File: config.mk
export PLATFORM = sky130hd
export DESIGN_NAME = in_channel_feeder
export DESIGN_NICKNAME = d
export VERILOG_FILES = /design/src/rtl/in_channel_feeder.sv
export SDC_FILE = /design/constraint.sdc
export NUM_CORES = 1
export LEC_CHECK = 0
export BUFFER_PORTS_ARGS = -buffer_cell sky130_fd_sc_hd__buf_2
export CORE_ASPECT_RATIO = 1.1
export CORE_MARGIN = 8
export CORE_UTILIZATION = 45
export CTS_CLUSTER_SIZE = 20
export DETAILED_ROUTE_END_ITERATION = 7
export PLACE_DENSITY = 0.7
export SYNTH_ARGS = -nofsm -noshare
export SYNTH_HDL_FRONTEND = slang
export SYNTH_SLANG_ARGS = --single-unit
File: constraint.sdc
create_clock -name clock -period 6.6 [get_ports clock]
set_input_delay 0.66 -clock clock [delete_from_list [all_inputs] [get_ports clock]]
set_output_delay 0.66 -clock clock [all_outputs]
set_load 0.03 [all_outputs]
File: src/rtl/in_channel_feeder.sv
// Purpose : host-to-core input channel; circular word buffer with count reported as inSize.
// Latency : a pop requested at edge N shows inData/inValid after edge N; a push is visible in inSize after its edge.
// Backpress: hostReady drops while NIn words are buffered. The host holds its word until it is accepted.
//
// Ports
//   clock, reset             single clock; asynchronous active-high reset
//   hostValid/hostData       host offers a word; it is accepted when hostReady is high
//   hostReady                count < NIn (driven by the registered count only)
//   inRequest                core `in` instruction; pops one word if any are buffered
//   inData/inValid           popped word (held between pops); inValid pulses for one cycle
//   inSize                   registered word count
//   underflows               count of pops attempted while empty
//                            (enabled only when IN_UNDERFLOW_COUNT_EN is defined, otherwise 0)
//
// Optional feature macro: IN_UNDERFLOW_COUNT_EN
module in_channel_feeder #(
    parameter int MemoryElementWidth = 12,
    parameter int NIn                = 16,
    localparam int CW                = $clog2(NIn + 1)
) (
    input  logic                          clock,
    input  logic                          reset,
    input  logic                          hostValid,
    input  logic [MemoryElementWidth-1:0] hostData,
    output logic                          hostReady,
    input  logic                          inRequest,
    output logic [MemoryElementWidth-1:0] inData,
    output logic                          inValid,
    output logic [CW-1:0]                 inSize,
    output logic [15:0]                   underflows
);

    localparam int PW = (NIn > 1) ? $clog2(NIn) : 1;

    logic [MemoryElementWidth-1:0] r_mem [NIn];
    logic [PW-1:0]                 r_wr_ptr;
    logic [PW-1:0]                 r_rd_ptr;
    logic [CW-1:0]                 r_count;
    logic [MemoryElementWidth-1:0] r_in_data;
    logic                          r_in_valid;

    logic w_push;
    logic w_pop;
    logic w_empty;

    assign w_empty   = (r_count == '0);
    assign hostReady = (r_count < CW'(NIn));
    // Each side sees only the registered count. A full buffer therefore refuses
    // a push even when a pop happens in the same cycle. An empty buffer fails a
    // pop even when a push happens in the same cycle.
    assign w_push    = hostValid && hostReady;
    assign w_pop     = inRequest && !w_empty;

    assign inData    = r_in_data;
    assign inValid   = r_in_valid;
    assign inSize    = r_count;

    // The storage array has no reset. A word is read only after a push has
    // written it, so its reset value is never observed.
    always_ff @(posedge clock) begin
        if (w_push) begin
            r_mem[r_wr_ptr] <= hostData;
        end
    end

    always_ff @(posedge clock or posedge reset) begin
        if (reset) begin
            r_wr_ptr   <= '0;
            r_rd_ptr   <= '0;
            r_count    <= '0;
            r_in_data  <= '0;
            r_in_valid <= 1'b0;
        end else begin
            // Depth need not be a power of two, so wrap by explicit compare.
            if (w_push) begin
                r_wr_ptr <= (r_wr_ptr == PW'(NIn - 1)) ? '0 : r_wr_ptr + PW'(1);
            end
            if (w_pop) begin
                r_rd_ptr  <= (r_rd_ptr == PW'(NIn - 1)) ? '0 : r_rd_ptr + PW'(1);
                r_in_data <= r_mem[r_rd_ptr];
            end
            r_in_valid <= w_pop;
            case ({w_push, w_pop})
                2'b10:   r_count <= r_count + CW'(1);
                2'b01:   r_count <= r_count - CW'(1);
                default: r_count <= r_count;
            endcase
        end
    end

`ifdef IN_UNDERFLOW_COUNT_EN
    logic [15:0] r_underflows;

    always_ff @(posedge clock or posedge reset) begin
        if (reset) begin
            r_underflows <= '0;
        end else if (inRequest && w_empty && (r_underflows != 16'hFFFF)) begin
            r_underflows <= r_underflows + 16'd1;
        end
    end

    assign underflows = r_underflows;
`else
    assign underflows = 16'd0;
`endif

endmodule
==> results of run 1 <==
==> per-stage QoR <==
| step | std cells | total power [W] | util |
|---|---|---|---|
| global placement | 696 | 0.002910 | 0.4767 |
| finish | 734 | 0.004117 | 0.5132 |
| detailed placement | 696 | 0.002954 | 0.4767 |
| CTS | 734 | 0.004157 | 0.5132 |
| global route | 734 | 0.004298 | 0.5132 |
| floorplan | 448 | 0.002667 | - |
==> synthesized netlist by cell type, drive strengths merged <==
cell type / number
o22ai: 12
nor3b: 2
a21oi: 4
or2: 1
fa: 1
o21ai: 7
nand3: 3
conb: 1
a21o: 15
ha: 9
and2: 16
edfxtp: 192
nor2: 1
nand2: 11
nand2b: 1
a311oi: 1
dfrtp: 26
a211oi: 12
mux2i: 13
xnor2: 5
or4: 1
mux2: 1
and3: 1
o31ai: 1
inv: 6
nor3: 1
xor2: 1
clkbuf: 7
mux4: 48
o211ai: 1
buf: 30
nor2b: 2
==> cells by family after synthesis <==
group,count (synthesis),share of synthesized area
buf+inv,43,0.03285
other cells,1,0.0004244
simple gates,40,0.02520
flops,218,0.7261
xor+xnor,6,0.005947
compound gates,53,0.04163
fa+ha+maj,10,0.01501
mux,62,0.1528
==> sequential cells by signal, summed over array words and instances, names as in the netlist <==
register / cells
r_wr_ptr: 4
inSize: 5
r_mem: 192
r_rd_ptr: 4
inData: 12
inValid: 1
==> metal layers <==
layer	track usage	up-vias	routed length (um)
li1	-	1827	-
met1	0.1908	2152	7577
met2	0.2420	121	8652
met3	0.02640	25	976
met4	0.04777	0	347
met5	0	-	0
==> placed cells by master, fill, tap and decap left out, types with 2 or more instances in the layout <==
| cell type | netlist | final |
|---|---|---|
| and2_1 | 16 | 16 |
| o21ai_0 | 6 | 6 |
| a211oi_1 | 12 | 12 |
| edfxtp_1 | 192 | 192 |
| clkinv_2 | 0 | 2 |
| clkbuf_1 | 6 | 6 |
| nand3_1 | 3 | 3 |
| o22ai_1 | 12 | 12 |
| buf_4 | 18 | 4 |
| nor3b_1 | 2 | 2 |
| mux2i_1 | 13 | 13 |
| xnor2_1 | 5 | 5 |
| clkbuf_8 | 1 | 4 |
| a21oi_1 | 4 | 4 |
| nand2_1 | 11 | 11 |
| conb_1 | 1 | 16 |
| mux4_1 | 34 | 34 |
| mux4_2 | 14 | 14 |
| buf_2 | 5 | 34 |
| a21o_1 | 15 | 15 |
| inv_1 | 6 | 6 |
| nor2b_1 | 2 | 2 |
| clkbuf_16 | 0 | 23 |
| dfrtp_1 | 26 | 25 |
| ha_1 | 9 | 9 |
| clkinv_1 | 0 | 2 |
==> how the worst min path moves through the flow <==
stage             endpoint   startpoint  slack [ns]
2_1_floorplan  r_wr_ptr[2]  r_wr_ptr[2]        0.53
3_3_place_gp     inData[6]    inData[6]        0.46
3_5_place_dp     inData[5]    inData[5]        0.47
4_1_cts        r_rd_ptr[1]        reset        0.44
5_1_grt          inData[5]    inData[5]        0.50
6_report       r_rd_ptr[1]        reset        0.42
==> layout make-up <==
cell class / count / area (um^2)
multi-input cells: 187 / 2186
clock inverters: 5 / 47.55
repair buffers: 38 / 200.2
clock buffers: 33 / 653.1
fillers: 1495 / 9329
flip-flops and latches: 218 / 6417
well taps: 247 / 309.0
inverters: 6 / 22.52
==> report_power, final <==
| part | total (W) | switching, W | internal (W) |
|---|---|---|---|
| logic | 0.00117 | 0.000684 | 0.000490 |
| clock network | 0.00120 | 0.000480 | 0.000718 |
| registers | 0.00174 | 0.0000878 | 0.00166 |
==> results_dict.tcl, run 1 <==
set metrics [dict create \
    max_stage_delay_ns 0.62 \
    crit_family "compound AO/OA/AOI/OAI gates" \
    place_congestion 0.7641 \
    grt_usage 0.1459 \
    drc 0 \
    place_hpwl_um 10120 \
    postRouteAntennaNets 0 \
    cts_max_path_buffers 3 \
    clock_skew_ns 0.008629 \
    postCtsHoldBufs 0 \
    drive_above_1_share 0.1786 \
    crit_cells 9 \
    antenna_found_initial 0 \
    fin_nets 499 \
    io_buffers 34 \
    cts_resized 0 \
    syn_area_um2 8836 \
    worstRegToRegCells 9 \
    slew_headroom 0.2861 \
    post_dp_cell_area_um2 9135 \
    pre_cts_ws_ns 3.125 \
    globalRouteOverflowTotal 0 \
    tritoncts "done" \
    rows 53 \
    wirelength_um 17550 \
    slew_violations 0 \
    yosysSeqAreaShare 0.7261 \
    numCtsBuffers 22 \
    grt_pass1_wl_um 26450 \
    die_x_um 149.6 \
    synth_area_leader_cell "edfxtp_1" \
    first_pass_iters 4 \
    outcome "finished, final reports clean" \
    area_growth_pct 11.31 \
    crit_slowest_cell "o21ai_4" \
    drv_cap 0 \
    final-setup-viol-count 0 \
    crit_type "reg2reg" \
    crit_chain "or4_4 -> o21ai_4 -> inv_1 -> ha_1 -> fa_1 -> a21o_1 -> a21oi_1 -> mux2i_1 -> xnor2_1" \
    core_um2 19160 \
    rsz0062_at_grt "false" \
    ir_worst_vdd_mv 0.3760 \
    ys_warn_count 0 \
    start_util 0.4611 \
    post_cts_buffers 0 \
    dr.first_iter.drc_count 274 \
    crit_start "inSize[1]" \
    vias 4125 \
    ios 51 \
    vias_per_cell 5.620 \
    r2r_slack_ns 3.09 \
    cts_root_buf "clkbuf_16" \
    setup_tns_ns 0 \
    clk_pin_slew_ns 0.06 \
    fin_crit_sh 0.5312 \
    clkSinkCount 218 \
    finalHoldViolCount 0 \
    endpoint_kind "flop" \
    power.density_nw_per_um2 418.6 \
    critPathMaxFanout 28 \
    syn_area_per_cell_um2 20.41 \
    crit_end "inSize[4]" \
    critPathBufInv 1 \
    clkLatencyLatePin_ns 0.50 \
    grt_max_degree 54 \
    r2r_start "inSize[1]" \
    die_y_um 163.0 \
    synthDistinctLibCells 38 \
    start_kind "flop" \
    fin_ws_ns 3.094 \
    yosys.area.top_type_share 0.6525 \
    min_period_ns 3.506 \
    wl_per_cell_um 23.92 \
    dieArea_um2 24380 \
    cp.required_ns 7.03 \
    ys_ff_latch 218 \
    hold_class "in2async" \
    fmax_ghz 0.2852 \
    r2r_end "inSize[4]" \
    post-route-cell-area_um2 9836 \
    hold_ws_ns 0.4219 \
    synthTopCellsByArea "edfxtp_1, mux4_1, dfrtp_1" \
    grt_pass1_vias 4274 \
    tightest_slew_ns 1.070 \
    n_antenna_cell 0 \
    synth_cells 433 \
    cp_data_arrival_time_ns 3.93 \
    ctsHtreeMaxLevel 1 \
    p_leak_nw 3.484 \
]
(Power assumes the default switching activity.)
==> run 2, diff against run 1 <==
- PLACE_DENSITY: 0.7 -> 0.72
- clock period: 6.6 -> 2.9 ns (I/O delays scaled with it)
==> run 2 against run 1 <==
- non-clock buffer count up 22
- via count up 3.3%
- utilization is 0.94 points higher
- sequential cell count unchanged
- combinational power up 140%
- critical path depth is the same
- cell count up 3.3%
- register-to-register slack worse by 2.9 ns
- maximum frequency rose by 27%
- die area unchanged
- worst setup slack worse by 2.9 ns
- cell area grew 1.8%
==> results_dict.tcl, run 2 (synthesized netlist as in run 1, its figures left out) <==
set metrics [dict create \
    outcome "finished, final reports clean" \
    final_util 0.5226 \
    dr.first_iter.drc_count 316 \
    worstHoldStart "inRequest" \
    io_buffers 34 \
    dp.cells 717 \
    clock_skew_ns 0.01218 \
    r2r_slack_ns 0.15 \
    power.density_nw_per_um2 940.0 \
    mostFrequentLayoutCell "edfxtp_1" \
    first_pass_iters 4 \
    grt_pass1_vias 4355 \
    slew_headroom 0.4590 \
    place_hpwl_um 10940 \
    clkLatencyLatePin_ns 0.50 \
    start_util 0.4611 \
    wl_per_cell_um 23.43 \
    die_y_um 163.0 \
    hold-path-endpoint "inValid" \
    p_sw_w 0.002896 \
    start_kind "flop" \
    pre_cts_ws_ns 0.09178 \
    numCtsBuffers 22 \
    area_growth_pct 13.35 \
    clkSinkCount 218 \
    hold_depth 3 \
    clk_pin_slew_ns 0.06 \
    place_congestion 0.8117 \
    globalRouteOverflowTotal 0 \
    worstRegToRegCells 9 \
    cts_max_path_buffers 3 \
    fin_crit_sh 0.9486 \
    wirelength_um 17760 \
    die_x_um 149.6 \
    antenna_found_initial 0 \
    tightest_slew_ns 0.8116 \
    fmax_ghz 0.3635 \
    ir_worst_vdd_mv 0.8433 \
    final_cells 758 \
    cts_root_buf "clkbuf_16" \
    largest_reg_flops 192 \
    p_comb_frac 0.293 \
    core_um2 19160 \
    final-setup-viol-count 0 \
    layout_common_cells "edfxtp_1, mux4_1, buf_2, dfrtp_1" \
    ctsHtreeMaxLevel 1 \
    internal_power_w 0.006519 \
    ios 51 \
    critPathMaxFanout 6 \
    crit_type "reg2reg" \
    drv_cap 0 \
    r2r_start "inSize[1]" \
    drc 0 \
    n_antenna_cell 0 \
    endpoint_kind "flop" \
    dieArea_um2 24380 \
    rows 53 \
    drive_above_1_share 0.2172 \
    largest-register "r_mem" \
    slew_violations 0 \
    switching_share 0.3076 \
    clkPwrFrac 0.283 \
    fin_nets 521 \
    grt_max_degree 40 \
    fin_ws_ns 0.1490 \
    p_leak_nw 3.594 \
    tritoncts "done" \
    r2r_end "inSize[4]" \
    cp.required_ns 3.32 \
    cp_data_arrival_time_ns 3.17 \
    vias_per_cell 5.621 \
    total_power_w 0.009415 \
    grt_usage 0.1467 \
    setup_tns_ns 0 \
    min_period_ns 2.751 \
    seqPwrFrac 0.424 \
    vias 4261 \
    hold_class "in2reg" \
    grt_pass1_wl_um 26730 \
    rsz0062_at_grt "false" \
    postRouteAntennaNets 0 \
    post_cts_buffers 0 \
    finalHoldViolCount 0 \
]
run 2: changes by cell type in the layout (fill, tap and decap cells not counted), moves of 2 or more:
cell,delta
buf_4,+19
clkbuf_8,-4
buf_12,+2
clkbuf_1,-2
clkinv_1,+2
clkinv_2,+2
clkinv_4,+2
run 2: worst max-delay path by stage:
stage / start / endpoint / slack [ns] / cells after the start
finish: inSize[1] / inSize[4] / 0.15 / 9
global route: inSize[1] / inSize[4] / 0.01 / 9
CTS: inSize[1] / inSize[4] / 0.07 / 9
detailed placement: inSize[1] / inSize[4] / 0.09 / 9
global placement: inSize[1] / inSize[4] / 0.21 / 9
floorplan: inSize[1] / inSize[4] / 0.002 / 9
run 2: timing repair:
action / CTS / global route
hold endpoints to repair: 26 / 0
resized for setup: 0 / 1
setup endpoints to repair: 0 / 1
hold buffers: 1 / 0
run 2: cell type report:
cell class                      count  area (um^2)
Clock inverter                     13        95.09
Timing Repair Buffer               60        392.9
Clock buffer                       27        590.6
Tap cell                          247        309.0
Inverter                            6        22.52
Fill cell                        1456         9149
Sequential cell                   218         6417
Multi-Input combinational cell    187         2188
run 2: worst max-delay path, cell delays in order, from the launching register on:
cell and delay (ns):
dfrtp_1 0.43, or4_4 0.58, o21ai_4 0.15, inv_1 0.11
ha_2 0.23, fa_1 0.42, a21o_1 0.19, a21oi_1 0.18
mux2i_1 0.24, xnor2_1 0.14
run 2: per-layer routing:
layer / routed length, um / vias up / GRT usage
li1: - / 1872 / -
met5: 0 / - / 0
met3: 1353 / 29 / 0.02696
met2: 8292 / 168 / 0.2295
met1: 7637 / 2192 / 0.2017
met4: 476 / 0 / 0.05328
run 2: power by group through the flow:
stage / registers [W] / clock network (W) / logic, W
6_report: 0.00399 / 0.00266 / 0.00276
4_1_cts: 0.00400 / 0.00271 / 0.00279
3_5_place_dp: 0.00406 / 0 / 0.00278
2_1_floorplan: 0.00422 / 0 / 0.00185
5_1_grt: 0.00403 / 0.00283 / 0.00297
3_3_place_gp: 0.00402 / 0 / 0.00272
run 2: metrics by stage:
stage          cell area [um^2]  hold slack (ns)
3_5_place_dp               9318           0.3730
3_3_place_gp               9318           0.3705
5_1_grt                   10020           0.1122
6_report                  10020           0.1069
2_1_floorplan              8892           0.3300
4_1_cts                   10010          0.08769
==> run 3, diff against run 2 <==
- CTS_CLUSTER_DIAMETER: default -> 30
- PLACE_DENSITY: 0.72 -> default
- PLACE_DENSITY_LB_ADDON: default -> 0.3
==> run 3 against run 2 <==
- cell area grew 4.8%
- utilization grew 2.5 points
- critical endpoint unchanged
- count of clock-buffer cells in the layout increased by 14
==> results_dict.tcl, run 3 (synthesized netlist as in run 1, its figures left out) <==
set metrics [dict create \
    ir_worst_vdd_mv 0.5898 \
    drive_above_1_share 0.2491 \
    crit_type "reg2reg" \
    outcome "finished, final reports clean" \
    layout_common_cells "edfxtp_1, clkbuf_16, mux4_1, buf_2, buf_4" \
    final_cells 781 \
    setup_tns_ns 0 \
    ios 51 \
    wl_met3_um 1224 \
    fin_crit_sh 0.9452 \
    slew_headroom 0.4678 \
    cts_root_buf "clkbuf_16" \
    first_pass_iters 4 \
    clkLatencyLatePin_ns 0.49 \
    grt_pass1_vias 4655 \
    dp.cells 719 \
    clock_skew_ns 0.01102 \
    place_hpwl_um 11020 \
    clk_pin_slew_ns 0.05 \
    endpoint_kind "flop" \
    worstRegToRegCells 9 \
    drc 0 \
    crit_cells 9 \
    power.density_nw_per_um2 1026 \
    ctsHtreeMaxLevel 2 \
    die_x_um 149.6 \
    vias_per_cell 5.574 \
    fin_nets 537 \
    wl_met2_um 9120 \
    crit_family "adder cells" \
    area_growth_pct 18.79 \
    rsz0062_at_grt "false" \
    tightest_slew_ns 0.7975 \
    post_cts_buffers 0 \
    hold_class "in2reg" \
    grt_usage 0.1552 \
    highest_layer "met4" \
    grt_max_degree 28 \
    postRouteAntennaNets 0 \
    dr.first_iter.drc_count 269 \
    dieArea_um2 24380 \
    cp_data_arrival_time_ns 3.15 \
    min_period_ns 2.741 \
    crit_chain "or4_4 -> o21ai_4 -> inv_1 -> ha_2 -> fa_1 -> a21o_1 -> a21oi_1 -> mux2i_1 -> xnor2_1" \
    cts_max_path_buffers 3 \
    start_util 0.4611 \
    p_leak_nw 3.824 \
    mostFrequentLayoutCell "edfxtp_1" \
    crit_slowest_cell "or4_4" \
    wirelength_um 18310 \
    core_um2 19160 \
    max_stage_delay_ns 0.57 \
    total_power_w 0.01077 \
    cp.required_ns 3.30 \
    numCtsBuffers 36 \
    n_antenna_cell 0 \
    hold_depth 3 \
    io_buffers 34 \
    critPathMaxFanout 6 \
    final-setup-viol-count 0 \
    largest_reg_flops 192 \
    start_kind "flop" \
    largest-register "r_mem" \
    globalRouteOverflowTotal 0 \
    wl_per_cell_um 23.44 \
    drv_cap 0 \
    place_congestion 0.7756 \
    grt_pass1_wl_um 27990 \
    slew_violations 0 \
    vias 4353 \
    finalHoldViolCount 0 \
    hold_ws_ns 0.1166 \
    critPathBufInv 1 \
    clkSinkCount 218 \
    die_y_um 163.0 \
    wl_met1_um 7563 \
    antenna_found_initial 0 \
    rows 53 \
    fmax_ghz 0.3648 \
    tritoncts "done" \
]
[run 3: cell types whose count changed in the layout (fill, tap and decap cells not counted), sizes merged]
cell      change
buf           +2
bufinv        +3
clkbuf       +14
clkinv        +1
clkinvlp      +2
inv           +1
[run 3: path summary, 6_finish.rpt]
path,startpoint,endpoint,slack [ns]
max,inSize[0],inSize[4],0.16
min,inRequest,inValid,0.12
max reg2reg,inSize[0],inSize[4],0.16
min reg2reg,inData[4],inData[4],0.47
max in group asynchronous,reset,r_wr_ptr[0],1.73
min in group asynchronous,reset,inData[11],0.50
[run 3: report_power, final]
part | leakage [nW] | total [W] | internal, W | switching, W
logic | 1.23 | 0.00267 | 0.00122 | 0.00145
clock network | 0.553 | 0.00402 | 0.00266 | 0.00135
registers | 2.04 | 0.00408 | 0.00377 | 0.000309
[run 3: cell type report]
type                            count  area, um^2
Fill cell                        1475        8668
Sequential cell                   218        6419
Multi-Input combinational cell    187        2188
Clock buffer                       41       940.9
Timing Repair Buffer               62       407.9
Tap cell                          247       309.0
Clock inverter                     20       209.0
Inverter                            6       22.52
[run 3: repair_timing]
item,CTS,global route
endpoints found under the setup margin,0,1
hold buffers,1,0
endpoints found under the hold margin,14,0
resized for setup,0,1
[run 3: per-layer routing]
layer,vias to the layer above,track usage
met5,-,0
met4,0,0.06293
met3,32,0.03280
met2,142,0.2523
met1,2271,0.1996
li1,1908,-
[run 3: per-stage QoR]
| step | util | setup WS (ns) | area [um^2] |
|---|---|---|---|
| final | 0.5477 | 0.1589 | 10500 |
| after detailed placement | 0.4870 | 0.09816 | 9334 |
| after global routing | 0.5477 | 0.03637 | 10500 |
| after global placement | 0.4870 | 0.1957 | 9334 |
| after floorplan | - | 0.001998 | 8892 |
| after CTS | 0.5476 | 0.07629 | 10490 |
[run 3: worst register-to-register path, stage by stage (launching register included)]
cell and delay [ns]:
dfrtp_1 0.44, or4_4 0.57, o21ai_4 0.14, inv_1 0.09, ha_2 0.23, fa_1 0.42
a21o_1 0.19, a21oi_1 0.20, mux2i_1 0.24, xnor2_1 0.13
